File: config.mk
export PLATFORM = sky130hd
export DESIGN_NAME = move_replayer
export DESIGN_NICKNAME = d
export VERILOG_FILES = /design/src/rtl/move_replayer.sv
export SDC_FILE = /design/constraint.sdc
export NUM_CORES = 1
export LEC_CHECK = 0
export BUFFER_PORTS_ARGS = -buffer_cell sky130_fd_sc_hd__clkbuf_2
export CORE_ASPECT_RATIO = 0.9
export CORE_MARGIN = 2
export CORE_UTILIZATION = 45
export DETAILED_ROUTE_END_ITERATION = 16
export PLACE_DENSITY = 0.72
export SLEW_MARGIN = 20
export SYNTH_ARGS = -nofsm -noshare
export SYNTH_HDL_FRONTEND = slang
export SYNTH_SLANG_ARGS = --single-unit
File: constraint.sdc
create_clock -name clk -period 1.6 [get_ports clk]
set_input_delay 0.32 -clock clk [delete_from_list [all_inputs] [get_ports clk]]
set_output_delay 0.32 -clock clk [all_outputs]
set_load 0.05 [all_outputs]
File: src/rtl/move_replayer.sv
// move_replayer: pops moves off a stack and replays their inverses as paced steps.
// Build option MOVE_REPLAY_PACE_EN inserts a STEP_DELAY-cycle PACE state after each accepted step.
module move_replayer #(
  parameter int W = 3,
  parameter int CW = 6,
  parameter int STEP_DELAY = 8
) (
  input  logic          clk,
  input  logic          rst,
  input  logic          Start,
  input  logic          Abort,
  input  logic          StackEmpty,
  input  logic [W-1:0]  MoveIn,
  output logic          PopReq,
  output logic [W-1:0]  StepOut,
  output logic          StepValid,
  input  logic          StepAck,
  output logic          Busy,
  output logic          Done,
  output logic [CW-1:0] StepCount
);
  if (STEP_DELAY < 1 || STEP_DELAY > 255) begin : g_bad_delay
    $error("STEP_DELAY must be in 1..255");
  end
  typedef enum logic [2:0] {
    IDLE, POP, WAIT, OFFER,
`ifdef MOVE_REPLAY_PACE_EN
    PACE,
`endif
    DONE
  } state_t;
  state_t st, nxt, after_step;
  logic [W-1:0] stp, inv;
  logic valid;
`ifdef MOVE_REPLAY_PACE_EN
  logic [7:0] pc;
`endif
  // N<->S and E<->W; codes 0 and 5..7 are skipped
  assign valid = (MoveIn != '0) && (MoveIn <= W'(4));
  assign inv = MoveIn == W'(1) ? W'(3) : MoveIn == W'(2) ? W'(4) : MoveIn == W'(3) ? W'(1) : W'(2);
  assign after_step = StackEmpty ? DONE : POP;
  assign PopReq = st == POP;
  assign StepValid = st == OFFER;
  assign StepOut = st == OFFER ? stp : '0;
  assign Busy = st != IDLE;
  assign Done = st == DONE;
  always_comb begin
    nxt = st;
    case (st)
      IDLE:  nxt = Start ? after_step : IDLE;
      POP:   nxt = WAIT;
      WAIT:  nxt = valid ? OFFER : after_step;
`ifdef MOVE_REPLAY_PACE_EN
      OFFER: nxt = StepAck ? PACE : OFFER;
      PACE:  nxt = pc == 8'(STEP_DELAY - 1) ? after_step : PACE;
`else
      OFFER: nxt = StepAck ? after_step : OFFER;
`endif
      DONE:  nxt = IDLE;
      default: nxt = IDLE;
    endcase
    if (Abort && st != IDLE) nxt = IDLE;
  end
  always_ff @(posedge clk) begin
    if (rst) begin
      st <= IDLE;
      stp <= '0;
      StepCount <= '0;
`ifdef MOVE_REPLAY_PACE_EN
      pc <= '0;
`endif
    end else begin
      st <= nxt;
      if (st == WAIT) stp <= inv;
      if (st == IDLE && Start) StepCount <= '0;
      else if (st == OFFER && StepAck && !Abort && StepCount != '1) StepCount <= StepCount + 1'b1;
`ifdef MOVE_REPLAY_PACE_EN
      pc <= (st == PACE && nxt == PACE) ? pc + 8'd1 : 8'd0;
`endif
    end
  end
endmodule
==> impl_results.md <==
* First-pass GRT wire length at 2401 µm
* Crit path time final at 1543 ps
* Yosys reg bits at 12
* Num CTS Buffers at 3
* Starting DRC count in detailed routing at 5
* Clock sink total at 12
* Syn nets at 93
* CTS Root Cell: clkbuf_4
* DP Wirelength at 1170 µm
* Cell variety after synth at 38
* CP arrival at 1220 ps
* Cells after Synth at 83
* Yosys top cell area share at 34.16%
* Post-synth EDFFs at 0
* Die footprint at 0.001895 mm²
* Most frequent cells after synthesis: 12 x dfxtp_1, 8 x nor2_1, 7 x nand2_1
* Die Ht at 41.50 µm
* Worst Hold Class: in -> reg
* Row count at 13
* Status: completed
* Fill count at 125
* Initial antenna violation count at 0
* DR vias at 693
* Peak supply drop at 0.0005022 V
* Fin. Hold Viols at 0
* Gr usage total at 17.63%
* WS Path Type: reg -> out
* Final setup skew at 6.108 ps
* Clk Latency, worst-skew pair at 280 ps
* WL/cell at 12.69 µm
* Final setup fails at 0
* Layout cells sized above 1 at 43.12%
* Sequential fraction of the synthesis area at 34.16%
* Top-count cell post-synth: dfxtp_1
* Worst slew margin at 78.86%
* Max-slew violation count at 0
* Unrepaired setup endpoints after global routing: false
* Area growth from synthesis to layout at 31.85%
* Vias per cell at 5.589
* Fraction of registers with async set/reset at 0%
* Synth Flop Type: dfxtp_1
* Max-Cap Viols at 0
* Largest net degree at the start of global routing at 13
* Critical path startpoint category: register
* # H-tree levels at 1
* Worst-path clk slew at 70 ps
* Top cell type by total area after synthesis: dfxtp_1
* N_diodes at 0
* Drt drc at 0
* Routed Antenna Nets at 0
* Grt ovf at 0
* Critical-path maximum fanout at 8
* Nets at 121
* LEAKAGE at 0.3950 nW
* Crit end category: output port
* Die W at 45.67 µm
* PwrDens at 687.2 mW/mm²
* Io pins at 22
* Worst EP required at 1280 ps
* Total Neg Setup Slack at 0 ps
* DRT Pass-1 Iters at 4
* Core area at 0.001448 mm²
* Warnings from Yosys at 0
* IO Port Bufs at 21
* Avg Cell Area, Syn at 8.472 µm²
* Starting Density at 48.57%
* Gp weighted congestion at 0.8076
* Mapped cell area at 703.2 µm²
* CTS tree: built
* Clock Tree Buf Depth at 2
* Vias in the first global route at 553
* Drt total wl at 1574 µm
* Least-Margin Pin Slew at 316.8 ps
* Post-layout util at 64.04%
* Area contributors post-synth: dfxtp_1 34%, mux2i_1 4.3%, and3_2 4.3%
* Fmax at 648.1 MHz
* Post-route clock period utilization at 96.44%
-- kinds of logic (layout without fill, tap and decap cells) --
kind of cell | after synthesis | after routing | share of synthesized area, %
xor gates and xnor gates | 2 | 2 | 2.492
buffers and inverters | 6 | 32 | 4.982
muxes | 3 | 3 | 4.271
AOI/OAI and AO/OA | 15 | 15 | 13.52
adders and majority gates | 1 | 1 | 1.779
and+or+nand+nor | 44 | 44 | 38.79
DFF | 12 | 12 | 34.16
-- repair_timing --
action	in CTS	in global routing
endpoints found under the setup margin	7	7
hold buffers	0	0
setup buffers	1	3
hold endpoints to repair	0	0
resized for setup	12	5
-- final cells by class --
type / instances / area [µm²] / share of cell area (%)
multi-input combinational: 65 / 437.9 / 47.23
timing repair buffer: 26 / 183.9 / 19.84
clock buffer: 3 / 22.52 / 2.429
sequential: 12 / 249.0 / 26.86
inverter: 3 / 15.01 / 1.619
tap: 15 / 18.77 / 2.024
-- placed cells by master (no fill, tap or decap), types with 2 or more instances in the layout --
| cell | n |
|---|---|
| a211oi_1 | 2 |
| a21oi_1 | 4 |
| a31oi_1 | 2 |
| and2_2 | 2 |
| and3_1 | 2 |
| and3_2 | 4 |
| buf_4 | 5 |
| clkbuf_2 | 15 |
| clkbuf_4 | 5 |
| clkbuf_8 | 3 |
| dfxtp_1 | 7 |
| dfxtp_2 | 4 |
| inv_1 | 2 |
| mux2i_1 | 3 |
| nand2_1 | 7 |
| nand3_1 | 2 |
| nor2_1 | 7 |
| nor3_1 | 2 |
| nor3b_1 | 4 |
| o21ai_0 | 2 |
-- metrics by stage --
| stage | instances | total power [mW] | hold WS (ps) | setup slack (ps) | cell area, µm² |
|---|---|---|---|---|---|
| floorplan | 83 | 0.4110 | 389.1 | 48.96 | 713.2 |
| global placement | 117 | 0.4416 | 443.4 | 178.7 | 820.8 |
| detailed placement | 117 | 0.4434 | 445.1 | 141.6 | 820.8 |
| CTS | 121 | 0.6344 | 281.3 | 18.76 | 893.4 |
| global route | 124 | 0.6755 | 296.2 | 0.02276 | 927.1 |
| finish | 124 | 0.6371 | 283.0 | 56.94 | 927.1 |
-- routing by layer --
metal / track usage, % / wire, µm / vias to the layer above
li1: - / - / 357
met1: 23.12 / 788 / 317
met2: 25.63 / 702 / 15
met3: 6.522 / 64 / 4
met4: 7.059 / 19 / 0
met5: 0 / 0 / -
-- power by group --
part | total (mW) | internal, mW | switching (mW)
Sequential | 0.319 | 0.306 | 0.0127
Combinational | 0.137 | 0.0564 | 0.0805
Clock | 0.182 | 0.0873 | 0.0942
Total | 0.637 | 0.450 | 0.187
-- registers in the layout, indices dropped and copies added (netlist names) --
register,flops
StepCount,6
st,3
stp,3
-- critical path: stages, from the launching register on --
cell and delay, ps:
dfxtp_2 380, nor2b_4 180, and3_2 210, clkbuf_8 170
-- worst paths after layout --
kind              startpoint          to  slack (ps)  cells after the start
setup / recovery       st[2]  StepOut[0]          60                      3
hold / removal           rst      stp[2]         280                      2
setup reg to reg       st[2]      stp[2]         160                      5
hold reg to reg       stp[2]      stp[2]         450                      2
Note: power is estimated with default switching activity, not from simulation.
